--- config.mk ---
export PLATFORM = sky130hd
export DESIGN_NAME = wb_regbank_semver
export DESIGN_NICKNAME = d
export VERILOG_FILES = /design/src/rtl/wb_regbank_semver.sv
export SDC_FILE = /design/constraint.sdc
export NUM_CORES = 1
export LEC_CHECK = 0
export BUFFER_PORTS_ARGS = -buffer_cell sky130_fd_sc_hd__buf_4
export CORE_AREA = 2 2 125 127
export DETAILED_ROUTE_END_ITERATION = 8
export DIE_AREA = 0 0 127 129
export PLACE_DENSITY_LB_ADDON = 0.05
export SETUP_SLACK_MARGIN = 0.1
export SYNTH_ARGS = -nofsm -noshare
export SYNTH_HDL_FRONTEND = slang
export SYNTH_SLANG_ARGS = --single-unit
--- constraint.sdc ---
create_clock -name clk_i -period 1.6 [get_ports clk_i]
set_input_delay 0.08 -clock clk_i [delete_from_list [all_inputs] [get_ports clk_i]]
set_output_delay 0.08 -clock clk_i [all_outputs]
set_load 0.005 [all_outputs]
--- src/rtl/wb_regbank_semver.sv ---
// Wishbone classic 32-bit slave: read-only semantic-version word at address 0 plus
// NUM_REGS byte-writable control registers at addresses 1..NUM_REGS, one-cycle ack/err.
module wb_regbank_semver #(
  parameter int unsigned ADDR_W    = 3,
  parameter int unsigned NUM_REGS  = 4,
  parameter logic [7:0]  VER_MAJOR = 8'd1,
  parameter logic [7:0]  VER_MINOR = 8'd2,
  parameter logic [7:0]  VER_PATCH = 8'd3,
  parameter logic [31:0] RESET_VAL = 32'h0
) (
  input  logic                     clk_i,
  input  logic                     rst_n_i,
  input  logic                     wb_cyc_i,
  input  logic                     wb_stb_i,
  input  logic [ADDR_W+1:2]        wb_adr_i,
  input  logic [3:0]               wb_sel_i,
  input  logic                     wb_we_i,
  input  logic [31:0]              wb_dat_i,
  output logic                     wb_ack_o,
  output logic                     wb_err_o,
  output logic                     wb_rty_o,
  output logic                     wb_stall_o,
  output logic [31:0]              wb_dat_o,
  output logic [32*NUM_REGS-1:0]   regs_o,
  output logic [NUM_REGS-1:0]      wr_pulse_o
);

  if (NUM_REGS < 1 || NUM_REGS > (2**ADDR_W) - 1) begin : g_bad_cfg
    $error("wb_regbank_semver: NUM_REGS must be in 1..2**ADDR_W-1");
  end

  localparam logic [ADDR_W+1:2] LAST = ADDR_W'(NUM_REGS);

  logic [31:0]       regs [NUM_REGS];
  logic              rip, wip;
  logic              ack_q, err_q, rsp_rd;
  logic [ADDR_W+1:2] rd_adr, wr_adr;
  logic              wr_go;
  logic [31:0]       wr_dat;
  logic [3:0]        wr_sel;

  logic en, rd_req, wr_req, rd_ok, wr_ok, rsp_done;

  assign en       = wb_cyc_i & wb_stb_i;
  assign rd_req   = en & ~wb_we_i & ~rip;
  assign wr_req   = en & wb_we_i & ~wip;
  assign rd_ok    = (wb_adr_i <= LAST);
  assign wr_ok    = (wb_adr_i != '0) && (wb_adr_i <= LAST);
  assign rsp_done = ack_q | err_q;

  // Request captured here; its response and any register commit happen one cycle later.
  always_ff @(posedge clk_i or negedge rst_n_i) begin
    if (!rst_n_i) begin
      rip        <= 1'b0;
      wip        <= 1'b0;
      ack_q      <= 1'b0;
      err_q      <= 1'b0;
      rsp_rd     <= 1'b0;
      rd_adr     <= '0;
      wr_adr     <= '0;
      wr_go      <= 1'b0;
      wr_dat     <= '0;
      wr_sel     <= '0;
      wr_pulse_o <= '0;
      for (int unsigned k = 0; k < NUM_REGS; k++) regs[k] <= RESET_VAL;
    end else begin
      rip    <= rd_req | (rip & ~rsp_done);
      wip    <= wr_req | (wip & ~rsp_done);
      ack_q  <= (rd_req & rd_ok) | (wr_req & wr_ok);
      err_q  <= (rd_req & ~rd_ok) | (wr_req & ~wr_ok);
      rsp_rd <= rd_req & rd_ok;
      wr_go  <= wr_req & wr_ok;
      if (rd_req) rd_adr <= wb_adr_i;
      if (wr_req) begin
        wr_adr <= wb_adr_i;
        wr_dat <= wb_dat_i;
        wr_sel <= wb_sel_i;
      end
      wr_pulse_o <= '0;
      if (wr_go) begin
        for (int unsigned k = 0; k < NUM_REGS; k++) begin
          if (wr_adr == ADDR_W'(k + 1)) begin
            wr_pulse_o[k] <= 1'b1;
            for (int unsigned b = 0; b < 4; b++) begin
              if (wr_sel[b]) regs[k][8*b +: 8] <= wr_dat[8*b +: 8];
            end
          end
        end
      end
    end
  end

  // Read data is muxed from live registers so a commit ending the request cycle is seen.
  always_comb begin
    wb_dat_o = '0;
    if (ack_q && rsp_rd) begin
      if (rd_adr == '0) wb_dat_o = {8'h00, VER_MAJOR, VER_MINOR, VER_PATCH};
      for (int unsigned k = 0; k < NUM_REGS; k++) begin
        if (rd_adr == ADDR_W'(k + 1)) wb_dat_o = regs[k];
      end
    end
  end

  always_comb begin
    regs_o = '0;
    for (int unsigned k = 0; k < NUM_REGS; k++) regs_o[32*k +: 32] = regs[k];
  end

  assign wb_ack_o   = ack_q;
  assign wb_err_o   = err_q;
  assign wb_rty_o   = 1'b0;
  assign wb_stall_o = en & ~rsp_done;

endmodule

==> qor.csv, run 1 <==
stage,metric,value,unit
grt,grt_start_max_net_pins,54,
logic_synthesis,synth_edf_count,0,
drt,num_vias,5861,
critical_path,cp_max_fo,8,
logic_synthesis,async_flop_share,100,%
timing,fmax,0.507,GHz
finish,fin_util,75.5,%
finish,final_cell_mix,"buf_4 (225), dfrtp_1 (177), mux2_2 (162)",
pwr,p_leak,5.84,nW
timing,min_period,1970,ps
critical_path,worstSetupPathType,register to output port,
min_path,hold_class,input port to register,
drt,ant_nets,0,
critical_path,worst_ep_required_time,1520,ps
critical_path,rr_startpoint,wr_adr[2],
min_path,whs_endpoint,rip,
finish,fillCellCount,980,
placed_design,port_buffers,210,
critical_path,crit_buf_inv,3,
floorplanning,fp.dieW,127,µm
grt,grt_pass1_wl,34.3,mm
logic_synthesis,synthCells,548,
timing,fin_setup_tns,-10680,ps
grt,track_usage,27.8,%
pwr,power.density,1440,nW/µm²
placed_design,dp_hpwl,14.7,mm
critical_path,worstSetupStartpointType,register,
timing,tightest_slew,542,ps
logic_synthesis,synth_area_per_cell,14.3,µm²
floorplanning,dieArea,16400,µm²
floorplanning,coreArea,15000,µm²
job,cap_violations,0,
logic_synthesis,ys.flop_type,dfrtp_1,
critical_path,end_kind,output port,
timing,slew_viol_final,0,
clocking,clk-insertion-delay-late,430,ps
clocking,path_clk_slew,70,ps
drt,first_pass_iters,4,
logic_synthesis,ys_ff_latch,180,
clocking,cts_made_buffers,17,
logic_synthesis,syn_nets,593,
finish,regArea,4510,µm²
outcome,outcome,"complete, but fails checks",
finish,finalNonFillerCells,1031,
critical_path,critical_path.cell_chain,buf_12 -> and2b_2 -> buf_6 -> a22oi_1 -> o22ai_1 -> buf_4,
floorplanning,die_y,129,µm
timing,hold_viol_final,0,
critical_path,reg2reg_to,regs_o[104],
clocking,htree_levels,4,
clocking,cts_tree,yes,
timing,grt_setup_unrepaired,yes,
critical_path,cp_slowest_cell,dfrtp_2,
logic_synthesis,synth_area,7860,µm²
drt,post-route-drc-count,0,
timing,slew_headroom,63.9,%
finish,areaGrowthSynthToFinish,43.7,%
clocking,clockBufferDepth,2,
floorplanning,start_util,52.5,%
grt,grt_overflow,0,
grt,antenna_found_initial,0,
critical_path,slowest_delay,460,ps
drt,wirelength,22.8,mm
finish,layout_commonest_cell,buf_4,
timing,setup_viol,32,
grt,grt_pass1_vias,5993,
timing,worst_slack,-372,ps
floorplanning,ios,212,
floorplanning,fp-row-count,45,
pwr,peakVddDrop,774,µV
clocking,cts.sinks,180,
drt,wl_per_cell,22.1,µm
min_path,whs_path_depth,4,
logic_synthesis,yosys_warnings,0,
drt,viasPerCell,5.68,
placed_design,dp_cells,941,
timing,clock_skew,8.86,ps
min_path,hold_start,wb_stb_i,
critical_path,critical_path.top_delay_family,buffers and inverters,
logic_synthesis,seq_area_frac_synth,57.3,%
clocking,cts_root_buf,clkbuf_16,
critical_path,ff2ff_path_depth,3,
logic_synthesis,ys_types,31,
finish,layout.nets,875,
drt,drtIter0Drc,365,
finish,diodes,0,
placed_design,place.gp.congestion,0.785,
critical_path,worstPathArrival,1890,ps
timing,period_share,123,%
outcome,violations,setup timing,
critical_path,r2r_slack,80,ps
finish,drive_gt1_share,60.7,%
finish,multi_input_area,3460,µm²
-- synth_stat cells (all sizes together), types with 2 or more instances --
cell    instances  area share [%]
dfrtp         180              57
nand2b          6            0.48
or2             2            0.16
nor2            4            0.19
clkbuf          2           0.096
o221ai         13             1.4
and2b           3            0.29
a22oi          15             1.4
o21ai           5            0.32
a32oi           4            0.45
o22ai          16             1.3
mux2          170              24
mux2i          28             3.6
a21o            4            0.38
nand2          36             2.2
a21oi           4            0.25
buf            30             2.6
and4bb          4            0.64
o211a          13             1.7
-- final cells by class --
type,count,area share (%)
Multi-Input combinational cell,337,30.6
Clock inverter,13,1.52
Timing Repair Buffer,293,21.8
Tap cell,188,2.08
Clock buffer,19,4.01
Sequential cell,180,39.9
Inverter,1,0.0332
-- kinds of logic after synthesis --
logic type	Yosys count	synth area share [%]
buffers and inverters	33	2.74
other	1	0.0477
adders and majority gates	1	0.159
muxes	198	27.9
AOI/OAI and AO/OA	74	7.21
DFF	180	57.3
and+or+nand+nor	61	4.66
-- worst reg2reg max path: stages (launching register included) --
cell and delay, ps:
dfrtp_1 420, and4bb_4 510, nand2_4 160, mux2_2 320
-- layer usage --
metal	part of all wire (%)	vias up	track usage, %
met4	1.4	0	8.53
met5	0	-	0
met3	4.5	27	4.91
met1	41	3043	35.6
met2	53	199	48.7
li1	-	2592	-
-- worst max path at each step --
stage                     slack (ps)           end  cells after the start  startpoint
after floorplan                  260   regs_o[100]                      4   wr_adr[4]
after global placement            40  wb_dat_o[23]                      6   rd_adr[3]
after detailed placement          50    regs_o[71]                      3   wr_adr[4]
after CTS                       -360  wb_dat_o[31]                      6   rd_adr[2]
after global routing            -440  wb_dat_o[23]                      6   rd_adr[2]
final                           -370  wb_dat_o[27]                      6   rd_adr[2]
-- report_power, final --
group          switching, W  internal, W
clock               0.00180      0.00256
sequential          0.00135      0.00568
combinational       0.00211      0.00276
total               0.00527       0.0110
-- stage by stage --
step | hold slack (ps) | area (µm²) | total power (W) | setup slack, ps
after global routing | 118 | 11300 | 0.0170 | -440
after CTS | 84.2 | 11000 | 0.0160 | -364
after floorplan | -216 | 7860 | 0.00897 | 256
final | 101 | 11300 | 0.0163 | -372
after global placement | 73.7 | 9770 | 0.0109 | 43.2
after detailed placement | 77.5 | 9770 | 0.0111 | 46.2
-- timing repair --
action	4_1_cts	5_1_grt
gates resized for setup	41	46
hold endpoints to repair	92	0
pin swaps	6	18
setup buffers	8	6
hold buffers	41	0
cloned	3	0
setup endpoints to repair	127	135
-- state kept, by name, summed over array words and instances (netlist names) --
name / flops
wr_sel: 4
wip: 1
rip: 1
wr_adr: 3
wr_dat: 32
rsp_rd: 1
wr_go: 1
regs_o: 128
wr_pulse_o: 4
wb_err_o: 1
wb_ack_o: 1
rd_adr: 3
Power figures use the tool's default switching activity.
==> run 2: changes to the inputs <==
==> constraint.sdc (replaced) <==
create_clock -name clk_i -period 1.6 [get_ports clk_i]
set_input_delay 0.24 -clock clk_i [delete_from_list [all_inputs] [get_ports clk_i]]
set_output_delay 0.24 -clock clk_i [all_outputs]
set_load 0.005 [all_outputs]
==> qor.csv, run 2 (synthesized netlist as in run 1, its figures left out) <==
stage,metric,value,unit
drt,num_vias,5742,
finish,areaGrowthSynthToFinish,44.2,%
drt,wirelength,22.4,mm
grt,grt_overflow,0,
min_path,whs_endpoint,wr_dat[14],
grt,grt_pass1_vias,5939,
finish,diodes,0,
floorplanning,coreArea,15000,µm²
drt,ant_nets,0,
grt,top_usage_layer,met2,
min_path,hold_start,wb_dat_i[14],
critical_path,end_kind,output port,
grt,met2_usage,45.4,%
critical_path,crit_start,rd_adr[2],
critical_path,cp_max_fo,15,
critical_path,cp_slowest_cell,or3b_4,
critical_path,worstPathArrival,1890,ps
placed_design,dp_hpwl,14.7,mm
clocking,cts_root_buf,clkbuf_16,
critical_path,critical_path.top_delay_family,simple AND/OR/NAND/NOR gates,
timing,hold_viol_final,0,
drt,viasPerCell,5.80,
critical_path,critical_path.cell_chain,or3b_4 -> o221ai_1 -> o211a_1 -> buf_4,
clocking,path_clk_slew,70,ps
timing,clock_skew,7.42,ps
critical_path,worst_ep_required_time,1360,ps
critical_path,ff2ff_path_depth,4,
timing,fin_setup_tns,-15330,ps
critical_path,slowest_delay,540,ps
pwr,peakVddDrop,884,µV
finish,layout_commonest_cell,buf_4,
clocking,clk-insertion-delay-late,430,ps
placed_design,preCtsSetupSlack,-101,ps
pwr,p_leak,5.88,nW
drt,post-route-drc-count,0,
grt,grt_pass1_wl,33.1,mm
clocking,clockBufferDepth,2,
critical_path,reg2reg_to,regs_o[104],
drt,drtIter0Drc,374,
finish,layout.nets,834,
critical_path,worstSetupPathType,register to output port,
clocking,cts.sinks,180,
job,cap_violations,0,
timing,min_period,2130,ps
timing,tightest_slew,673,ps
drt,wl_per_cell,22.7,µm
outcome,violations,setup timing,
critical_path,r2r_slack,40,ps
floorplanning,dieArea,16400,µm²
grt,grt_util_met3,6.53,%
floorplanning,start_util,52.5,%
outcome,outcome,"complete, but fails checks",
timing,grt_setup_unrepaired,yes,
grt,grtUsageMet1,34.7,%
min_path,whs_path_depth,2,
floorplanning,die_y,129,µm
finish,final_cell_mix,"buf_4 (226), dfrtp_1 (177), mux2_2 (86)",
timing,slew_viol_final,0,
grt,track_usage,27.0,%
floorplanning,ios,212,
timing,fmax,0.470,GHz
clocking,cts_tree,yes,
critical_path,crit_buf_inv,1,
timing,period_share,133,%
floorplanning,fp-row-count,45,
finish,largest_reg_flops,128,
clocking,htree_levels,4,
clocking,cts_made_buffers,17,
floorplanning,fp.dieW,127,µm
grt,grt_start_max_net_pins,54,
drt,first_pass_iters,4,
timing,setup_viol,32,
placed_design,port_buffers,210,
min_path,hold_class,input port to register,
finish,drive_gt1_share,65.0,%
grt,antenna_found_initial,0,
critical_path,rr_startpoint,wr_adr[2],
placed_design,place.gp.congestion,0.831,
timing,worst_slack,-527,ps
timing,slew_headroom,55.1,%
critical_path,worstSetupStartpointType,register,
pwr,power.density,1440,nW/µm²
run 2: cell type report:
| cell class | instances | area, µm² |
|---|---|---|
| fill | 952 | 3640 |
| inverter | 1 | 3.75 |
| timing repair buffer | 252 | 2130 |
| multi-input combinational | 337 | 3900 |
| sequential | 180 | 4510 |
| clock buffer | 17 | 425 |
| tap | 188 | 235 |
| clock inverter | 15 | 134 |
run 2: power by group:
group / internal (W) / switching, W / leakage [nW]
clock: 0.00206 / 0.00192 / 0.276
combinational: 0.00303 / 0.00214 / 3.19
sequential: 0.00567 / 0.00152 / 2.41
total: 0.0108 / 0.00557 / 5.88
run 2: worst reg2reg max path, delay by kind of cell, from the launching register on:
kind | cells | cell delay [ps]
buf+inv | 1 | 140
simple gates | 2 | 530
mux | 1 | 350
flops | 1 | 430
run 2: repair_timing:
item / CTS / global route
gates cloned: 2 / 1
buffers inserted: 5 / 7
hold buffers: 1 / 0
setup endpoints to repair: 132 / 124
hold endpoints to repair: 38 / 0
gates resized for setup: 42 / 133
pin swaps: 10 / 11
run 2: worst max-delay path by stage:
stage                   endpoint  slack [ps]  cells after the start
floorplan           wb_dat_o[13]         100                      4
global placement     wb_dat_o[0]         -40                      4
detailed placement  wb_dat_o[24]        -100                      6
CTS                 wb_dat_o[24]        -490                      6
global route         wb_dat_o[4]        -580                      6
finish               wb_dat_o[5]        -530                      4
run 2: through the flow:
stage          hold slack [ps]  utilization, %  instance area [µm²]  total power, W  instances
6_report                  36.4            75.7                11300          0.0163        990
5_1_grt                   27.5            75.7                11300          0.0171        990
4_1_cts                   23.7            70.8                10600          0.0156        982
3_5_place_dp               187            65.4                 9800          0.0112        943
3_3_place_gp               183            65.4                 9800          0.0110        943
2_1_floorplan            -55.6               -                 7860         0.00897        548
run 2: layer usage:
layer | vias to the layer above | part of all wire (%)
met1 | 2996 | 43
met2 | 193 | 50
li1 | 2523 | -
met4 | 0 | 2.1
met5 | - | 0
met3 | 30 | 5.4
